===== src/rtl/fetch_pkg.sv =====
// Shared types and constants for the instruction fetch stage: FSM states,
// the fetch-queue entry layout and the fixed NOP/PC step values.
package fetch_pkg;

  typedef enum logic [1:0] {
    BOOT  = 2'd0,
    FETCH = 2'd1,
    HALT  = 2'd2
  } fetch_state_t;

  localparam logic [31:0] NOP_INSTR = 32'h0000_0013;
  localparam logic [31:0] PC_STEP   = 32'd4;

  typedef struct packed {
    logic [31:0] pc;
    logic [31:0] instr;
    logic        misaligned;
  } fetch_entry_t;

endpackage


===== src/rtl/fetch_queue.sv =====
// Synchronous FIFO between fetch and decode. A flush empties it; a push in the
// same cycle as a flush lands as the single surviving entry.
module fetch_queue #(
  parameter int DEPTH = 2,
  parameter int WIDTH = 65
) (
  input  logic             clk,
  input  logic             reset,
  input  logic             push,
  input  logic             pop,
  input  logic             flush,
  input  logic [WIDTH-1:0] din,
  output logic             full,
  output logic             empty,
  output logic [WIDTH-1:0] head
);

  localparam int AW = (DEPTH > 1) ? $clog2(DEPTH) : 1;
  localparam int CW = AW + 1;

  logic [WIDTH-1:0] mem [DEPTH];
  logic [AW-1:0]    rd_ptr;
  logic [AW-1:0]    wr_ptr;
  logic [CW-1:0]    count;
  logic             do_push;
  logic             do_pop;
  logic [AW-1:0]    wr_idx;

  assign full    = (count == CW'(DEPTH));
  assign empty   = (count == '0);
  assign do_push = push && (flush || !full || pop);
  assign do_pop  = pop && !empty && !flush;
  assign wr_idx  = flush ? '0 : wr_ptr;

  // Empty queue presents zeros so the head is defined straight out of reset.
  assign head = empty ? '0 : mem[rd_ptr];

  always_ff @(posedge clk) begin
    if (do_push) mem[wr_idx] <= din;
  end

  always_ff @(posedge clk) begin
    if (reset) begin
      rd_ptr <= '0;
      wr_ptr <= '0;
      count  <= '0;
    end else if (flush) begin
      rd_ptr <= '0;
      wr_ptr <= do_push ? AW'(1) : '0;
      count  <= do_push ? CW'(1) : '0;
    end else begin
      if (do_push) wr_ptr <= wr_ptr + AW'(1);
      if (do_pop)  rd_ptr <= rd_ptr + AW'(1);
      case ({do_push, do_pop})
        2'b10:   count <= count + CW'(1);
        2'b01:   count <= count - CW'(1);
        default: count <= count;
      endcase
    end
  end

endmodule


===== src/rtl/instr_fetch_unit.sv =====
// PC generator and fetch stage feeding decode through fetch_queue.
// Optional misaligned-target trap entries: define FETCH_MISALIGN_TRAP_EN.
module instr_fetch_unit
  import fetch_pkg::*;
#(
  parameter logic [31:0] RESET_PC    = 32'h0,
  parameter int          IMEM_WORDS  = 10,
  parameter int          QUEUE_DEPTH = 2,
  parameter int          BOOT_CYCLES = 1
) (
  input  logic        clk,
  input  logic        reset,
  output logic [31:0] imem_addr,
  input  logic [31:0] imem_rdata,
  input  logic        redirect_valid,
  input  logic [31:0] redirect_target,
  output logic        if_valid,
  input  logic        if_ready,
  output logic [31:0] if_instr,
  output logic [31:0] if_pc
`ifdef FETCH_MISALIGN_TRAP_EN
  ,
  output logic        if_misaligned
`endif
);

  localparam int          BW         = (BOOT_CYCLES > 1) ? $clog2(BOOT_CYCLES) : 1;
  localparam logic [BW-1:0] BOOT_LAST = BW'(BOOT_CYCLES - 1);
  localparam logic [29:0] IMEM_LIMIT = 30'(IMEM_WORDS);

  fetch_state_t  state, state_nxt;
  logic [31:0]   pc, pc_nxt;
  logic [BW-1:0] boot_cnt, boot_nxt;
  logic          q_push, q_flush, q_full, q_empty, pop;
  fetch_entry_t  q_din, q_head;

  assign imem_addr = {2'b00, pc[31:2]};
  assign pop       = if_valid && if_ready;
  assign if_valid  = !q_empty;
  assign if_pc     = q_head.pc;
  assign if_instr  = q_head.instr;
`ifdef FETCH_MISALIGN_TRAP_EN
  assign if_misaligned = q_head.misaligned;
`else
  logic unused_bits;
  assign unused_bits = ^{redirect_target[1:0], q_head.misaligned};
`endif

  always_ff @(posedge clk) begin
    if (reset) begin
      state    <= BOOT;
      pc       <= RESET_PC;
      boot_cnt <= '0;
    end else begin
      state    <= state_nxt;
      pc       <= pc_nxt;
      boot_cnt <= boot_nxt;
    end
  end

  // Redirect outranks pop, push and the end-of-memory check.
  always_comb begin
    state_nxt = state;
    pc_nxt    = pc;
    boot_nxt  = boot_cnt;
    q_push    = 1'b0;
    q_flush   = 1'b0;
    q_din     = '{pc: pc, instr: imem_rdata, misaligned: 1'b0};
    case (state)
      BOOT: begin
        boot_nxt = boot_cnt + BW'(1);
        if (redirect_valid) pc_nxt = {redirect_target[31:2], 2'b00};
        if (boot_cnt == BOOT_LAST) state_nxt = FETCH;
      end
      FETCH, HALT: begin
        if (redirect_valid) begin
          q_flush = 1'b1;
`ifdef FETCH_MISALIGN_TRAP_EN
          pc_nxt = redirect_target;
          if (redirect_target[1:0] != 2'b00) begin
            q_push    = 1'b1;
            q_din     = '{pc: redirect_target, instr: NOP_INSTR, misaligned: 1'b1};
            state_nxt = HALT;
          end else begin
            state_nxt = FETCH;
          end
`else
          pc_nxt    = {redirect_target[31:2], 2'b00};
          state_nxt = FETCH;
`endif
        end else if (state == FETCH) begin
          if (pc[31:2] >= IMEM_LIMIT) begin
            state_nxt = HALT;
          end else if (!q_full || pop) begin
            q_push = 1'b1;
            pc_nxt = pc + PC_STEP;
          end
        end
      end
      default: state_nxt = BOOT;
    endcase
  end

  fetch_queue #(
    .DEPTH(QUEUE_DEPTH),
    .WIDTH($bits(fetch_entry_t))
  ) u_queue (
    .clk   (clk),
    .reset (reset),
    .push  (q_push && !reset),
    .pop   (pop),
    .flush (q_flush),
    .din   (q_din),
    .full  (q_full),
    .empty (q_empty),
    .head  (q_head)
  );

endmodule


===== config.mk =====
export PLATFORM = sky130hd
export DESIGN_NAME = instr_fetch_unit
export DESIGN_NICKNAME = d
export VERILOG_FILES = /design/src/rtl/fetch_pkg.sv /design/src/rtl/fetch_queue.sv /design/src/rtl/instr_fetch_unit.sv
export SDC_FILE = /design/constraint.sdc
export NUM_CORES = 1
export LEC_CHECK = 0
export BUFFER_PORTS_ARGS = -buffer_cell sky130_fd_sc_hd__buf_2
export CAP_MARGIN = 20
export CORE_UTILIZATION = 37
export CTS_CLUSTER_SIZE = 30
export DETAILED_ROUTE_END_ITERATION = 16
export HOLD_SLACK_MARGIN = 0.03
export PLACE_DENSITY = 0.57
export SYNTH_ARGS = -nofsm -noshare
export SYNTH_HDL_FRONTEND = slang
export SYNTH_SLANG_ARGS = --single-unit

===== constraint.sdc =====
create_clock -name clk -period 7.9 [get_ports clk]
set_clock_uncertainty 0.05 [all_clocks]
set_input_delay 0.79 -clock clk [delete_from_list [all_inputs] [get_ports clk]]
set_output_delay 0.79 -clock clk [all_outputs]
set_load 0.02 [all_outputs]

**Word-level counts from Yosys, hierarchy flattened**

Memory sizes are Yosys's and may differ from the RTL's. A register that Yosys moved wholly into a read port is not among the register bits.
Index checks and enable logic that the tools add are counted.

- Output and inout port bits: 97
- Memories: 1
- Flip-flop bits (word level): 39
- Bits in read-only memories: 0
- Latch bits: 0
- Bits in writable memories: 128
- Word-level logic and storage cells: 75

- Reductions and logical operators: 21
- $lt $le $gt $ge: 1
- Equal/unequal tests: 11
- Mux-type cells: 29
- Shift-type cells: 0
- Bitwise gates (word level): 0
- $add $sub $neg: 6
- Divide/modulo/power cells: 0
- $mul: 0

Memories:

| name | words | bits a word | read ports | clocked after memory_dff | write ports | line | text |
|---|---|---|---|---|---|---|---|
| u_queue.mem | 2 | 64 | 1 | 1 | 1 | fetch_queue.sv:21 | `logic [WIDTH-1:0] mem [DEPTH];` |

Operators with widths:

| operator | count |
|---|---|
| $mux 32 | 5 |
| $mux 65 | 1 |
| $pmux 32 s2 | 1 |
| $add 32x3->32 const B | 1 |
| $ge 30x4->1 const B | 1 |
| $mux 1 | 15 |
| $ne 3x3->1 const B | 4 |
| $mux 2 | 5 |
| $pmux 2 s2 | 2 |
| $eq 2x2->1 const B | 3 |
| $logic_and 1x1->1 | 5 |
| $reduce_and 5->1 | 1 |
| $eq 2x1->1 const B | 2 |
| $logic_not 1->1 | 4 |
| $logic_not 2->1 | 2 |
| $ne 2x2->1 const B | 2 |
| $reduce_bool 2->1 | 2 |
| $reduce_or 2->1 | 2 |
| $add 1x1->1 const B | 3 |
| $logic_or 1x1->1 | 3 |
| $reduce_and 3->1 | 1 |
| $reduce_bool 3->1 | 1 |
| $add 2x1->2 const B | 1 |
| $sub 2x1->2 const B | 1 |

**Logic depth before layout (Yosys ltp)**

Gate-level depths: netlist of run 1.

- Depth after elaboration: 14
- Mapped depth: 9
- Gate-level depth less buffers: 7

**Hierarchy**

A second synthesis of run 1 with hierarchy kept.

- Cells, all modules: 524
- Area total of the unflattened synthesis: 6,921.6 um2

Modules (own cells, without submodules):

| module | times used | seq. area each (um2) | cells an instance | area each (um2) |
|---|---|---|---|---|
| fetch_queue | 1 | 4,003.8 | 305 | 5,137.4 |
| instr_fetch_unit | 1 | 660.6 | 219 | 1,784.2 |

**Worst setup path before layout of run 1**

No wires, ideal clock.

- Kind: register -> register
- From: reg pc[2]
- To: mem u_queue.mem[0][0] (netlist name), enable pin
- Arrival time: 4.788 ns
- Cell stages (with the launch flop): 7
- Buffers on the path: 1
- Clock period less this slack: 5.341 ns
- Setup time: 0.503 ns
- Setup slack: 2.559 ns
- Cells stage by stage: dfxtp_1 -> inv_1 -> ha_1 -> o31a_2 -> or4_1 -> buf_2 -> a21oi_1

- Cells in the longest elaborated chain, start to end: 9

RTL lines:

| item | line | text |
|---|---|---|
| start: declaration | instr_fetch_unit.sv:32 | `logic [31:0] pc, pc_nxt;` |
| start signal: assignment | instr_fetch_unit.sv:56 | `pc <= pc_nxt;` |
| $ge 30x4->1 | instr_fetch_unit.sv:92 | `if (pc[31:2] >= IMEM_LIMIT) begin` |
| $mux 1 | instr_fetch_unit.sv:92 |  |
| $mux 1 | instr_fetch_unit.sv:91 | `end else if (state == FETCH) begin` |
| $mux 1 | instr_fetch_unit.sv:76 | `if (redirect_valid) begin` |
| $mux 1 | instr_fetch_unit.sv:69 | `case (state)` |
| $logic_and 1x1->1 | instr_fetch_unit.sv:110 | `.push (q_push && !reset),` |
| $logic_and 1x1->1 | fetch_queue.sv:31 | `assign do_push = push && (flush \|\| !full \|\| pop);` |
| $mux 1 | fetch_queue.sv:39 | `if (do_push) mem[wr_idx] <= din;` |
| $mux 1 (implied by the code) | fetch_queue.sv:39 |  |
| end: declaration | fetch_queue.sv:21 |  |

Every way passes these cells.

**Worst setup path in the final report of run 1**

- From: reg state[0]
- To: mem u_queue.mem[0][63] (netlist name), enable pin

- Cells in the longest elaborated chain, start to end: 8
- Elaborated cells on any way between the ends: 14
- Those cells by class: 2 x eq/ne; 7 x mux; 5 x reduce/logical

RTL lines:

| item | line | text |
|---|---|---|
| start: declaration | instr_fetch_unit.sv:31 | `fetch_state_t state, state_nxt;` |
| start signal: assignment | instr_fetch_unit.sv:55 | `state <= state_nxt;` |
| $eq 2x1->1 or $eq 2x2->1 (tied branches) | instr_fetch_unit.sv:69, instr_fetch_unit.sv:91 |  |
| $mux 1 or $reduce_or 2->1 (tied branches) | instr_fetch_unit.sv:91, instr_fetch_unit.sv:69 |  |
| $mux 1, on equally long branches | instr_fetch_unit.sv:76, instr_fetch_unit.sv:69 |  |
| $mux 1 or $logic_or 1x1->1 (tied branches) | instr_fetch_unit.sv:69, fetch_queue.sv:31 |  |
| $logic_and 1x1->1 or $logic_or 1x1->1 (tied branches) | instr_fetch_unit.sv:110, fetch_queue.sv:31 |  |
| $logic_and 1x1->1 | fetch_queue.sv:31 |  |
| $mux 1 | fetch_queue.sv:39 |  |
| $mux 1 (implied by the code) | fetch_queue.sv:39 |  |

Several ways; a longest one is shown, not always the timed one.

==> results of run 1 <==
-- stage by stage --
step	worst slack (ns)	power (mW)	instances	utilization	area, µm²
after CTS	4.270	2.431	938	0.4726	8518
after global routing	4.017	2.520	938	0.4726	8518
after floorplan	2.559	1.355	544	-	6844
final	4.323	2.414	938	0.4726	8518
after global placement	3.533	1.504	905	0.4357	7853
after detailed placement	3.920	1.518	906	0.4361	7860
-- report_power, final --
part | leakage, nW | internal, mW | total, mW | switching, mW
combinational | 1.42 | 0.149 | 0.429 | 0.280
clock | 0.322 | 0.599 | 0.911 | 0.312
sequential | 1.44 | 0.982 | 1.07 | 0.0921
total | 3.18 | 1.73 | 2.41 | 0.684
-- registers in the layout, summed over array words and instances (netlist names), named ones only --
signal / cells
u_queue.rd_ptr: 1
u_queue.mem: 124
u_queue.count: 2
state: 2
u_queue.wr_ptr: 1
pc: 30
boot_cnt: 1
-- worst max-delay path, cell delays in order, from the launching register on --
cell and delay, ns:
dfxtp_1 0.38, inv_1 0.06, ha_1 0.38, nor2b_1 0.37, nand4_1 0.12, or4_1 0.65, a21oi_4 0.51, buf_4 0.62
-- cell usage after synthesis, drive strengths merged (9+ instances only) --
cell / instances
edfxtp: 124
clkbuf: 18
nor3: 13
nand4: 11
a21oi: 25
o21ai: 12
dfxtp: 38
nor2: 87
nand2: 37
nor4: 9
buf: 15
mux2i: 64
a211oi: 9
-- placed cells by master, fill, tap and decap left out, drive strengths merged, types with 12 or more instances in the layout --
| master | synthesis | layout |
|---|---|---|
| dfxtp | 38 | 38 |
| nand2 | 37 | 37 |
| nor2 | 87 | 87 |
| a21oi | 25 | 25 |
| nor3 | 13 | 13 |
| buf | 15 | 166 |
| clkbuf | 18 | 21 |
| mux2i | 64 | 64 |
| edfxtp | 124 | 124 |
| o21ai | 12 | 12 |
-- worst min-delay path by stage --
stage | start | to
after global placement | u_queue.rd_ptr | register
after CTS | u_queue.rd_ptr | register
final | u_queue.rd_ptr | u_queue.rd_ptr
after global routing | imem_rdata[28] | u_queue.mem[1][28]
after detailed placement | u_queue.rd_ptr | register
after floorplan | u_queue.rd_ptr | register
-- final cells by class --
| type | count | area share |
|---|---|---|
| Sequential cell | 162 | 0.5269 |
| Clock inverter | 11 | 0.02438 |
| Timing Repair Buffer | 166 | 0.09988 |
| Tap cell | 229 | 0.03364 |
| Inverter | 7 | 0.003085 |
| Clock buffer | 21 | 0.05288 |
| Multi-Input combinational cell | 342 | 0.2593 |
-- cells by family (layout without fill, tap and decap cells) --
group	count (synthesis)	after routing	synth area share
compound gates	77	77	0.07783
xor+xnor	4	4	0.005128
fa+ha+maj	5	5	0.009156
buf+inv	40	205	0.02600
flops	162	162	0.6563
mux	64	64	0.09376
other cells	1	4	0.0005488
simple gates	188	188	0.1313
-- per-layer routing --
layer	vias to the layer above	global-route usage	wire length, µm
met4	0	0.07307	362
met1	2348	0.2288	7196
met3	23	0.05263	1131
met2	176	0.2739	7891
li1	2338	-	-
met5	-	0	0
==> impl_results.md, run 1 <==
- Vias in the first global route: approximately 4400
- Final wirelength: ~17 mm
- Synth Instances: 541
- Critical path class: reg -> reg
- FFs w/ async S/R, synth: 0
- PortBufs: 158
- Worst Tran Pin Value: 0.9537 ns
- Netlist cell types: a little over 60
- Status: completed
- I/O Pins: 165
- Area of the die: between 15000 and 20000 µm²
- Max clock buf depth: 2
- Clock root buffer: clkbuf_16
- Sink Count: 162
- Worst Path Required: 7.90 ns
- Via/cell ratio: 5.208
- First-pass GRT wire length: 24.65 mm
- EDFF count, synth: 124
- Hold path depth: 2
- DIE WIDTH: 137.9 µm
- Period utilization: 0.4528
- DPL Wire Length: 11.27 mm
- # DRC: 0
- Die height: between 100 and 150 µm
- Synthesized area per cell: 12.63 µm²
- Grt ovf: 0
- Total CTS buffers: 17
- CTS tree: built
- MaxCap Viol Count: 0
- RSZ-0062 raised after global routing: no
- Reg area: roughly 4500 µm²
- Critical path capture point: u_queue.mem[0][63]
- # nets final: 769
- Layout cells sized above 1: 0.2990
- Power Dens Cells: 283.3 nW/µm²
- HP Class: reg -> reg
- CP Launch Type: register
- Final Hold Fails: 0
- Worst VDD drop: 0.0001653 V
- # setup viols final: 0
- Top cell type's share of synthesized area: 0.5450
- Hold_ws: 0.4577 ns
- Nature of the critical path endpoint: register
- Top cells by area, synth: edfxtp_1, dfxtp_1, mux2i_1
- RR Endpoint: u_queue.mem[0][63]
- Synthesized area: 6833 µm²
- Multi-input combinational cell area: 2208 µm²
- Initial drt markers: 376
- Worst r2r src: state[0]
- Filler cells: ~1700
- Worst Path Arrival: roughly 3.6 ns
- Row count: 49
- Setup TNS Final: 0 ns
- Slew Limit Fails: 0
- CTS clk-pin slew, worst paths: approximately 0.060 ns
- Initial Utilization: 0.3791
- Via count: 4885
- Depth of the most critical reg-to-reg path: 7
- Static Leakage: roughly 3.2 nW
- CTS-repair resized insts: 0
- GPL Wtd Cong: between 0.8 and 0.9
- Post-synth top flop: edfxtp_1
- Initial antenna violation count: 0
- Largest net degree at the start of global routing: 63
- Seq cells post-synth: about 160
- Core area: 18020 µm²
- Period minus WS final: 3.577 ns
- Post-CTS setup buffers: 0
- Crit path max fanout: 48
- Area Overhead vs Synth: 24.67%
- ANT cells: 0
- Antenna viol nets, final: 0
- Critical path origin: state[0]
- Synth area leader: edfxtp_1
- H-Tree Depth: 4
- Drt pass-1 iters: 7
- Synthesis Warnings: 0
- Worst R2R Setup Slack: 4.32 ns
- Seq/Total Area, Yosys: 0.6563
- Clk Latency, worst-skew pair: approximately 0.42 ns
- Fmax: ~0.28 GHz
- Max_slew headroom: 0.3642
- Total global-route track usage: 0.1763
- WL/cell: ~18 µm
- CTS Hold Buffers Added: 0
Note: power is estimated with default switching activity, not from simulation.
==> run 2, diff against run 1 <==
PLACE_DENSITY = 0.59   (was 0.57)
clock period = 2.9 ns   (was 7.9 ns; I/O delays follow)
==> run 2 against run 1 <==
Sequential share of layout area decreased by 2.6 points. Power grew to 2.7 times the previous value. Worst hold slack got worse by 0.39 ns. Core utilization rose by 2.7 points. Final cell count is 5.0% higher. Via count is 3.4% higher. Critical path depth is 2 lower. Clock power rose to 2.6 times the previous value. Largest cell class unchanged. Largest power group unchanged.
==> impl_results.md, run 2 (same netlist as run 1, synthesis figures left out) <==
- Final wirelength: 17.34 mm (was 16.58 mm)
- Worst hold path startpoint: redirect_target[17] (was u_queue.rd_ptr)
- Drt pass-1 iters: 4 (was 7)
- Area Overhead vs Synth: 31.70% (was 24.67%)
- Grt ovf: 0 (unchanged)
- Worst R2R Setup Slack: 0.29 ns (was 4.32 ns)
- WL/cell: 17.60 µm (was 17.68 µm)
- Initial drt markers: 259 (was 376)
- # nets final: 816 (was 769)
- HP Class: in -> reg (was reg -> reg)
- Antenna viol nets, final: 0 (unchanged)
- Sw Share: 0.2938 (was 0.2833)
- Initial Utilization: 0.3791 (unchanged)
- # DRC: 0 (unchanged)
- Hold path depth: 3 (was 2)
- Clock root buffer: clkbuf_16 (unchanged)
- Most frequent cells in the layout: buf_2, edfxtp_1, nor2_1 (unchanged)
- Period minus WS final: 2.614 ns (was 3.577 ns)
- PortBufs: 158 (unchanged)
- MaxCap Viol Count: 0 (unchanged)
- Total CTS buffers: 17 (unchanged)
- I/O Pins: 165 (unchanged)
- Regs by FF count: u_queue.mem: 124 flops, pc: 30 flops (unchanged)
- CP peak stage delay: 0.72 ns (was 0.65 ns)
- Reg area: 4509 µm² (was 4488 µm²)
- Setup TNS Final: 0 ns (unchanged)
- Cell Chain, Critical Path: nor4_1 > nand3_1 > or4_1 > a21oi_4 > buf_4 (was inv_1 > ha_1 > nor2b_1 > nand4_1 > or4_1 > a21oi_4 > buf_4)
- CTS clk-pin slew, worst paths: 0.06 ns (about the same)
- Max reg flops: 124 (unchanged)
- Core area: 18020 µm² (unchanged)
- Net Switching: 1.928 mW (was 0.6838 mW)
- # setup viols final: 0 (unchanged)
- Worst Path Arrival: 2.67 ns (was 3.58 ns)
- Logic pwr share: 0.200 (was 0.178)
- Post-CTS setup buffers: 0 (unchanged)
- Crit path max fanout: 19 (was 48)
- Worst Path Required: 2.95 ns (was 7.90 ns)
- H-Tree Depth: 4 (unchanged)
- DIE WIDTH: 137.9 µm (unchanged)
- Most common cell after layout, fill and taps aside: buf_2 (unchanged)
- PnR worst setup slack: 0.2861 ns (was 4.323 ns)
- Max_slew headroom: 0.4002 (was 0.3642)
- Worst VDD drop: 0.0004564 V (was 0.0001653 V)
- Max clock buf depth: 2 (unchanged)
- Total global-route track usage: 0.1867 (was 0.1763)
- GPL Wtd Cong: 0.8624 (was 0.8672)
- Register share of total power: 0.445 (about the same)
- Critical path class: reg -> reg (unchanged)
- Via/cell ratio: 5.126 (was 5.208)
- Die height: 137.9 µm (unchanged)
- Power Dens Cells: 729.2 nW/µm² (was 283.3 nW/µm²)
- Largest net degree at the start of global routing: 44 (was 63)
- Slew Limit Fails: 0 (unchanged)
- DPL Wire Length: 11.95 mm (was 11.27 mm)
- Sink Count: 162 (unchanged)
- Final Hold Fails: 0 (unchanged)
- Clk Latency, worst-skew pair: 0.42 ns (about the same)
- Row count: 49 (unchanged)
- CTS tree: built (unchanged)
- Most flops, register: u_queue.mem (unchanged)
- Fmax: 0.3826 GHz (was 0.2796 GHz)
- Hold Crit Endpoint: pc[17] (was u_queue.rd_ptr)
- First-pass GRT wire length: 26.13 mm (was 24.65 mm)
- Filler cells: 1621 (was 1668)
- RR Endpoint: u_queue.mem[0][1] (was u_queue.mem[0][63])
- RSZ-0062 raised after global routing: no (unchanged)
- Layout cells sized above 1: 0.3294 (was 0.2990)
- Nature of the critical path endpoint: register (unchanged)
- Static Leakage: 3.385 nW (was 3.184 nW)
- Area of the die: 19020 µm² (unchanged)
- Multi-input combinational cell area: 2238 µm² (was 2208 µm²)
- Slowest-stage cell, CP: or4_1 (unchanged)
- ANT cells: 0 (unchanged)
- Initial antenna violation count: 0 (unchanged)
- Status: completed (unchanged)
- Period utilization: 0.9013 (was 0.4528)
- Pre-CTS setup slack: 0.2822 ns (was 3.920 ns)
- Via count: 5049 (was 4885)
- CP Launch Type: register (unchanged)
- Depth of the most critical reg-to-reg path: 5 (was 7)
- Worst Tran Pin Value: 0.8963 ns (was 0.9537 ns)
- Pint: 4.634 mW (was 1.730 mW)
- Share of total power in the clock network: 0.355 (was 0.377)
- Worst r2r src: pc[27] (was state[0])
- Vias in the first global route: 4929 (was 4443)
[run 2: cell type report]
cell class / instances / area share
clock buffer: 19 / 0.04811
clock inverter: 13 / 0.02044
inverter: 7 / 0.002920
multi-input combinational: 342 / 0.2487
sequential: 162 / 0.5011
tap: 229 / 0.03184
timing repair buffer: 213 / 0.1468
[run 2: power by group through the flow]
stage	Sequential [mW]	Clock (mW)	Combinational, mW
finish	2.92	2.33	1.31
global route	2.96	2.48	1.43
CTS	2.92	2.37	1.31
detailed placement	2.97	0	1.27
global placement	2.95	0	1.25
floorplan	3.03	0	0.710
[run 2: worst max-delay path by stage]
stage,slack [ns],startpoint,end
floorplan,-0.14,state[0],u_queue.mem[0][0]
global placement,0.35,pc[27],u_queue.mem[0][51]
detailed placement,0.28,pc[27],u_queue.mem[0][2]
CTS,0.26,pc[27],u_queue.mem[0][1]
global route,0.18,pc[29],u_queue.mem[0][5]
finish,0.29,pc[27],u_queue.mem[0][1]
[run 2: stage by stage]
| stage | util | std cells | power (mW) | cell area, µm² | hold WS [ns] |
|---|---|---|---|---|---|
| 5_1_grt | 0.4992 | 985 | 6.863 | 8999 | 0.05807 |
| 3_3_place_gp | 0.4472 | 921 | 4.198 | 8061 | 0.4210 |
| 2_1_floorplan | - | 544 | 3.744 | 6920 | 0.3389 |
| 6_report | 0.4992 | 985 | 6.562 | 8999 | 0.06928 |
| 4_1_cts | 0.4992 | 985 | 6.601 | 8999 | 0.04331 |
| 3_5_place_dp | 0.4472 | 921 | 4.241 | 8061 | 0.4312 |
[run 2: timing repair]
item	in CTS	in global routing
gates resized for setup	0	0
hold endpoints to repair	64	0
hold buffers	32	0
[run 2: routing by layer]
| metal | track usage | vias to the layer above | routed length, µm |
|---|---|---|---|
| met4 | 0.06341 | 0 | 280 |
| met3 | 0.05519 | 23 | 1092 |
| met2 | 0.2972 | 168 | 8219 |
| met5 | 0 | - | 0 |
| met1 | 0.2419 | 2438 | 7745 |
| li1 | - | 2420 | - |
[run 2: worst max-delay path, delay by kind of cell, from the launching register on]
family                 cells  cell delay (ns)
and+or+nand+nor            3             1.37
AOI/OAI and AO/OA          1             0.21
DFF                        1             0.35
buffers and inverters      1             0.31
